File: src/rtl/noise_blanker2.sv
// ---------------------------------------------------------------------------
// noise_blanker2
//
// Impulse-noise blanker for a complex (I/Q) sample stream. Each input sample
// gets a cheap magnitude estimate, max(|x|,|y|) + min(|x|,|y|)/2, taken on the
// top MW bits of each component. A sample whose magnitude is above `limit`
// opens a blanking window. The window covers the DLY samples before the pulse,
// which is possible because the output is delayed by DLY samples. It also
// covers the pulse itself and the `hang` samples after it. Samples inside the
// window are replaced by zero.
//
// Ports
//   clk        sample clock, all logic on the rising edge
//   rst        asynchronous active-high reset
//   dix, diy   input I/Q sample (DW-bit two's complement)
//   iv         input valid, one sample per asserted clock
//   en         blanking enable (0 = pass-through, detection still runs)
//   limit      magnitude threshold (strictly greater-than detects)
//   hang       post-pulse window extension in samples
//   pkrst      synchronous clear of peak and pcnt
//   dox, doy   delayed, possibly blanked output sample
//   ov         output valid, one cycle after each iv
//   bo         blanked flag, aligned with ov
//   peak       largest magnitude since the last clear
//   pcnt       number of blanking windows started (saturating)
//
// Build option
//   NB_PULSECNT_EN  when defined, the pulse counter behind pcnt is built;
//                   otherwise pcnt is constant zero.
// ---------------------------------------------------------------------------
module noise_blanker2 #(
   parameter int DW  = 18,
   parameter int MW  = 12,
   parameter int DLY = 8
) (
   input  logic          clk,
   input  logic          rst,
   input  logic [DW-1:0] dix,
   input  logic [DW-1:0] diy,
   input  logic          iv,
   input  logic          en,
   input  logic [MW-1:0] limit,
   input  logic [7:0]    hang,
   input  logic          pkrst,
   output logic [DW-1:0] dox,
   output logic [DW-1:0] doy,
   output logic          ov,
   output logic          bo,
   output logic [MW-1:0] peak,
   output logic [15:0]   pcnt
);

   // The counter must reach DLY + 255 without wrapping.
   localparam int CW = $clog2(DLY + 256);

   // ------------------------------------------------------------------
   // Magnitude estimate and detection
   // ------------------------------------------------------------------
   logic [MW-1:0] tx, ty;
   logic [MW-1:0] ax, ay;
   logic [MW-1:0] mx, mn;
   logic [MW-1:0] mag;
   logic          det;

   assign tx = dix[DW-1:DW-MW];
   assign ty = diy[DW-1:DW-MW];

   // Two's-complement negate. The most negative value maps to 2^(MW-1),
   // which still fits in MW unsigned bits.
   assign ax = tx[MW-1] ? (~tx + {{(MW-1){1'b0}}, 1'b1}) : tx;
   assign ay = ty[MW-1] ? (~ty + {{(MW-1){1'b0}}, 1'b1}) : ty;

   assign mx = (ax >= ay) ? ax : ay;
   assign mn = (ax >= ay) ? ay : ax;

   // Intentionally truncated to MW bits; no saturation.
   assign mag = mx + (mn >> 1);
   assign det = (mag > limit);

   // ------------------------------------------------------------------
   // Delay line: shifts only on iv, so samples never drain on their own
   // ------------------------------------------------------------------
   logic [DW-1:0] dlx_reg [DLY];
   logic [DW-1:0] dly_reg [DLY];

   always_ff @(posedge clk or posedge rst) begin
      if (rst) begin
         for (int i = 0; i < DLY; i++) begin
            dlx_reg[i] <= '0;
            dly_reg[i] <= '0;
         end
      end else if (iv) begin
         dlx_reg[0] <= dix;
         dly_reg[0] <= diy;
         for (int i = 1; i < DLY; i++) begin
            dlx_reg[i] <= dlx_reg[i-1];
            dly_reg[i] <= dly_reg[i-1];
         end
      end
   end

   // ------------------------------------------------------------------
   // Blanking window counter
   // ------------------------------------------------------------------
   logic [CW-1:0] cnt_reg;
   logic [CW-1:0] cnt_next;
   logic          win_open;
   logic          blank;

   // The window state before this sample's update decides blanking.
   // A fresh detection reloads the counter, which retriggers the window.
   assign win_open = (cnt_reg != '0);
   assign blank    = en & (det | win_open);

   always_comb begin
      cnt_next = cnt_reg;
      if (det)
         cnt_next = CW'(DLY) + CW'(hang);
      else if (win_open)
         cnt_next = cnt_reg - 1'b1;
   end

   always_ff @(posedge clk or posedge rst) begin
      if (rst)
         cnt_reg <= '0;
      else if (iv)
         cnt_reg <= cnt_next;
   end

   // ------------------------------------------------------------------
   // Output stage: dox/doy/bo change only on iv and hold otherwise
   // ------------------------------------------------------------------
   logic [DW-1:0] dox_reg, doy_reg;
   logic          bo_reg, ov_reg;

   always_ff @(posedge clk or posedge rst) begin
      if (rst) begin
         dox_reg <= '0;
         doy_reg <= '0;
         bo_reg  <= 1'b0;
         ov_reg  <= 1'b0;
      end else begin
         ov_reg <= iv;
         if (iv) begin
            dox_reg <= blank ? '0 : dlx_reg[DLY-1];
            doy_reg <= blank ? '0 : dly_reg[DLY-1];
            bo_reg  <= blank;
         end
      end
   end

   assign dox = dox_reg;
   assign doy = doy_reg;
   assign bo  = bo_reg;
   assign ov  = ov_reg;

   // ------------------------------------------------------------------
   // Peak magnitude (a clear wins over that cycle's sample)
   // ------------------------------------------------------------------
   logic [MW-1:0] peak_reg;

   always_ff @(posedge clk or posedge rst) begin
      if (rst)
         peak_reg <= '0;
      else if (pkrst)
         peak_reg <= '0;
      else if (iv && (mag > peak_reg))
         peak_reg <= mag;
   end

   assign peak = peak_reg;

   // ------------------------------------------------------------------
   // Pulse counter: counts window starts only, not retriggers
   // ------------------------------------------------------------------
`ifdef NB_PULSECNT_EN
   logic [15:0] pcnt_reg;

   always_ff @(posedge clk or posedge rst) begin
      if (rst)
         pcnt_reg <= '0;
      else if (pkrst)
         pcnt_reg <= '0;
      else if (iv && det && !win_open && (pcnt_reg != 16'hFFFF))
         pcnt_reg <= pcnt_reg + 16'd1;
   end

   assign pcnt = pcnt_reg;
`else
   assign pcnt = 16'h0000;
`endif

endmodule
File: config.mk
export PLATFORM = sky130hd
export DESIGN_NAME = noise_blanker2
export DESIGN_NICKNAME = d
export VERILOG_FILES = /design/src/rtl/noise_blanker2.sv
export SDC_FILE = /design/constraint.sdc
export NUM_CORES = 1
export LEC_CHECK = 0
export BUFFER_PORTS_ARGS = -buffer_cell sky130_fd_sc_hd__buf_2
export CORE_UTILIZATION = 62
export CTS_BUF_LIST = sky130_fd_sc_hd__clkbuf_4
export DETAILED_ROUTE_END_ITERATION = 7
export GPL_TIMING_DRIVEN = 0
export MAX_ROUTING_LAYER = met4
export PLACE_DENSITY = 0.82
export SETUP_SLACK_MARGIN = 0.02
export SYNTH_ARGS = -nofsm -noshare
export SYNTH_HDL_FRONTEND = slang
export SYNTH_SLANG_ARGS = --single-unit
File: constraint.sdc
create_clock -name clk -period 12 [get_ports clk]
set_input_delay 0.6 -clock clk [delete_from_list [all_inputs] [get_ports clk]]
set_output_delay 0.6 -clock clk [all_outputs]
set_load 0.01 [all_outputs]
* Word level (Yosys, flattened, before mapping)
Index checks and enable logic that the tools add are counted.
** Word-level totals
- Register bits after elaboration :: 347
- Output and inout port bits :: 66
- Logic and storage cells :: 49
** Cells by class
- $add $sub $neg :: 5
- $lt $le $gt $ge :: 3
- Multiplexer cells :: 10
- Bitwise operators :: 4
- Reduce and logical (&&, ||, !) cells :: 5
** Operator list (number)
- 2-to-1 mux 12 bit :: 6
- 2-to-1 mux 18 bit :: 2
- adder 12 x 1 -> 12 bit (second input constant) :: 2
- greater-than comparator 12 bit :: 2
- inverter 12 bit :: 2
- 2-to-1 mux 9 bit :: 2
- adder 12 x 11 -> 12 bit :: 1
- >= comparator 12 bit :: 1
- adder 4 x 8 -> 9 bit (first input constant) :: 1
- nonzero test 9 bit :: 1
- subtractor 9 x 1 -> 9 bit (second input constant) :: 1
- nonzero test 2 bit :: 2
- AND reduction 2 bit :: 1
- bitwise AND 1 bit :: 1
- logical AND 1 bit :: 1
- bitwise OR 1 bit :: 1

* Depth between registers and ports, before layout
- Depth in word-level cells :: 10
- Mapped depth :: 34
- Gate-level depth less buffers :: 30

* Worst setup path before layout
OpenSTA, ideal clock, no wires.
- Path kind :: input to register
- From :: input port dix[10]
- To :: register dox_reg[0], in the netlist dox[0]
- Setup time :: 0.132 ns
- Data arrival time :: 7.505 ns
- Data required time :: 11.868 ns
- Slack :: 4.363 ns
- Cell stages on the path :: 31
- Cells stage by stage :: or3_1 -> or4_1 -> or2_0 -> nand2_1 -> xor2_1 -> inv_1 -> ha_1 -> a21o_1 -> a21oi_1 -> nor2b_1 -> or4_2 -> buf_4 -> buf_1 -> mux2i_1 -> ha_1 -> fa_1 -> a21o_1 -> a21o_1 -> a311oi_1 -> o21ai_0 -> a21oi_1 -> xnor2_1 -> ha_1 -> nand4_1 -> nor3_1 -> a21o_1 -> a31o_2 -> clkbuf_1 -> a21oi_1 -> clkbuf_1 -> nor2_1
** On the way
- Longest elaborated chain between the ends :: 10
- Elaborated cells between the ends (all ways) :: 11
- Those cells by class :: add/sub (2); order compare (2); mux (4); bitwise (3)
** Ends and longest elaborated chain
- from (decl) :: RTL line 38 : input logic [DW-1:0] dix,
- inverter 12 bit :: RTL line 70 : assign ax = tx[MW-1] ? (~tx + {{(MW-1){1'b0}}, 1'b1}) : tx;
- adder 12 x 1 -> 12 bit :: RTL line 70
- 2-to-1 mux 12 bit (*) :: RTL line 70
- >= comparator 12 bit :: RTL line 73, 74
- 2-to-1 mux 12 bit (on tied branches) :: RTL line 73, 74
- adder 12 x 11 -> 12 bit (*) :: RTL line 77 : assign mag = mx + (mn >> 1);
- greater-than comparator 12 bit (*) :: RTL line 78 : assign det = (mag > limit);
- bitwise OR 1 bit (*) :: RTL line 113 : assign blank = en & (det | win_open);
- bitwise AND 1 bit (*) :: RTL line 113
- 2-to-1 mux 18 bit (*) :: RTL line 145 : dox_reg <= blank ? '0 : dlx_reg[DLY-1];
- to (signal assigned) :: RTL line 145
- to (decl) :: RTL line 133 : logic [DW-1:0] dox_reg, doy_reg;
Mark *: on every way between the ends. The rest lies on a longest branch, timed or not.
A chain may end at the register's enable or synchronous reset.

* Worst setup path in the final report
- From :: input port dix[10]
- To :: register dox_reg[17], in the netlist dox[17]
The elaborated chain is that of the path after synthesis.

==> results.py <==
metrics = {
    "power_and_ir_drop": {
        "ir_drop_uv": 133,
        "total_power_uw": 3580,
        "p_sw_uw": 1100,
        "p_sw_share_pct": 30.6,
        "leakagePower_uw": 0.00825,
        "clkPwrFrac_pct": 26.3,
        "relative_contribution_of_combinational_cells_to_total_power_pct": 26.7,
        "intPower_uw": 2490,
        "p_per_area_mw_per_mm2": 205,
        "share_seq_of_total_power_pct": 47.0,
    },
    "job": {
        "count_of_maximum_capacitance_violations": 0,
    },
    "layout": {
        "drive_above_1_share_pct": 40.3,
        "area_growth_from_synthesis_to_final_layout_pct": 14.3,
        "finished_core_util_pct": 72.1,
        "fin_area_sq_mm": 0.0175,
        "finish.net_count": 1451,
    },
    "cts": {
        "tritoncts": "built",
        "post_cts_resize_count": 0,
        "cts-htree-levels": 3,
        "cts.reportedPaths.clkPinSlew_ns": 0.06,
        "clk_latency_ns": 0.70,
        "cts_buffer_depth": 3,
        "cts-root-buf": "clkbuf_4",
        "cts_buffers": 87,
        "tritoncts_num_sinks": 347,
    },
    "synthesis": {
        "synth_top_area_share_pct": 56.8,
        "synthFlopType": "dfrtp_1",
        "post-synth-top-area-cell": "dfrtp_1",
        "synth.top_cells.by_area": "dfrtp_1, mux2_2, ha_1, mux2i_1, nor2_1",
        "yosys_register_bits": 347,
        "yosys.cell_count.top_type": "dfrtp_1",
        "syn-mean-instance-area_sq_um": 13.7,
        "synthesized_instance_count": 1119,
        "yosysWarnings": 0,
        "synth_area_sq_mm": 0.0153,
        "synth-edff-count": 0,
        "async_reset_ff_share_pct": 100,
        "yosys.cell_types.count": 56,
        "yosysSeqAreaShare_pct": 56.8,
        "synth_commonest_cells": "dfrtp_1, mux2_2, mux2i_1",
    },
    "worst_hold_path": {
        "min_from": "diy[1]",
        "holdCritPathClass": "in2reg",
    },
    "timing": {
        "rsz0062_at_grt": "no",
        "fin_crit_sh_pct": 71.6,
        "tightestPinTransition_ns": 1.23,
        "maxClockFrequency_ghz": 0.116,
        "timing.slew.headroom_pct": 18.1,
        "period_needed_ns": 8.60,
        "final.setup.worst_slack_ns": 3.40,
        "hold_viol_final": 0,
        "finalClockSkew_ns": 0.0573,
        "setup_violations": 0,
        "fin_setup_tns_ns": 0,
        "final_max_slew_viol_count": 0,
    },
    "critical_path": {
        "worstReg2RegStart": "cnt_reg[2]",
        "timing.critical_path.arrival_ns": 9.13,
        "worstPathMaxFanout": 10,
        "cell_with_the_largest_stage_delay_on_the_worst_path": "a21oi_1",
        "start_kind": "input pin",
        "worstPathRequired_ns": 12.53,
        "end_kind": "flop",
        "startpoint": "dix[10]",
        "timing_worst_setup_path_type": "in2reg",
        "crit_path_max_incr_delay_ns": 0.98,
        "crit_top_cell": "a21o_1",
    },
    "global_route": {
        "largest_net_degree_at_the_start_of_global_routing": 125,
        "antenna_found_initial": 1,
        "grt_overflow": 0,
        "tot_gr_track_use_pct": 24.8,
        "grt_pass1_vias": 9939,
        "first_pass_grt_wire_length_mm": 48.7,
    },
    "floorplan": {
        "rows": 57,
        "die-height_um": 159,
        "start_util_pct": 63.1,
        "ioPinCount": 127,
        "die_w_um": 159,
        "die-area_sq_mm": 0.0253,
        "core_region_area_sq_mm": 0.0242,
    },
    "placement": {
        "place_hpwl_mm": 20.7,
        "dpl_worst_slack_ns": 2.67,
        "gp_congestion": 0.868,
        "post_dp_cell_area_sq_mm": 0.0164,
        "buffer_ports.inserted": 110,
    },
    "route": {
        "dr.first_iter.drc_count": 484,
        "finalWirelength_mm": 29.1,
        "detail_route.first_pass.iterations": 4,
        "drt_drc_violations_left": 0,
        "via_density_per_instance": 5.45,
        "num_vias": 9386,
        "drtAntennaViolNets": 0,
        "detail_route.wl_per_cell_um": 16.9,
    },
    "outcome": {
        "result_of_the_run": "finished clean",
    },
}
## area by class of cell
| cell class | count | area (sq um) |
|---|---|---|
| multi-input combinational | 673 | 6160 |
| fill | 1664 | 6780 |
| tap | 324 | 405 |
| clock inverter | 22 | 119 |
| clock buffer | 125 | 938 |
| buffer | 66 | 319 |
| inverter | 48 | 188 |
| antenna | 1 | 2.50 |
| timing repair buffer | 115 | 653 |
| sequential | 347 | 8680 |
## per-layer routing
| metal | GRT usage [%] | part of all wire [%] |
|---|---|---|
| met4 | 9.22 | 2.3 |
| met3 | 5.08 | 4.2 |
| met1 | 30.9 | 43 |
| met2 | 40.3 | 50 |
| met5 | - | 0 |
## worst paths after layout
kind | to | slack [ns] | depth (start not counted)
setup / recovery | dox[17] | 3.40 | 32
hold / removal | dly_reg[127] | 0.13 | 2
setup reg to reg | doy[14] | 9.20 | 6
hold reg to reg | dlx_reg[88] | 0.48 | 1
max in group asynchronous | dlx_reg[107] | 9.82 | 6
min in group asynchronous | ov | 0.49 | 3
## metrics by stage
| stage | cells | hold slack [ns] |
|---|---|---|
| finish | 1721 | 0.134 |
| global route | 1721 | 0.0833 |
| global placement | 1568 | 0.458 |
| floorplan | 1134 | 0.467 |
| detailed placement | 1571 | 0.472 |
| CTS | 1720 | 0.0783 |
## power groups by stage
stage | clock network (uW) | registers (uW) | logic, uW
finish | 944 | 1680 | 956
global route | 1040 | 1720 | 1070
CTS | 971 | 1690 | 963
detailed placement | 0 | 1710 | 957
global placement | 0 | 1690 | 915
floorplan | 0 | 1660 | 713
## cell usage in the layout (no fill, tap or decap), types with 9 or more instances in the layout
| cell type | n |
|---|---|
| mux2_2 | 288 |
| nand2_1 | 17 |
| clkbuf_1 | 45 |
| mux2i_1 | 61 |
| buf_2 | 110 |
| dfrtp_1 | 347 |
| nor2_1 | 53 |
| xnor2_1 | 9 |
| xor2_1 | 20 |
| buf_4 | 19 |
| a22o_1 | 14 |
| clkbuf_4 | 125 |
| nand3_1 | 9 |
| ha_1 | 51 |
| a21o_1 | 12 |
| o21ai_0 | 15 |
| clkinv_1 | 17 |
| conb_1 | 16 |
| a21oi_1 | 21 |
| inv_1 | 46 |
## cell families after synthesis
logic type | synth area share [%]
buffers and inverters | 3.26
AND/OR/NAND/NOR | 4.15
flip-flops | 56.8
AO/OA/AOI/OAI | 4.46
other | 0.0245
multiplexers | 25.3
XOR/XNOR | 1.66
adder cells (fa/ha/maj) | 4.30
## worst max-delay path, delay by kind of cell
| kind | cells | cell delay [ns] |
|---|---|---|
| compound gates | 10 | 2.93 |
| simple gates | 9 | 2.08 |
| buf+inv | 6 | 1.42 |
| fa+ha+maj | 4 | 1.33 |
| xor+xnor | 2 | 0.53 |
| mux | 1 | 0.21 |
## repair_timing
item                                    4_1_cts  5_1_grt
hold buffers                                  2        0
endpoints found under the setup margin        0        0
setup buffers                                 0        0
hold endpoints to repair                     66        0
Note: power is estimated with default switching activity, not from simulation.
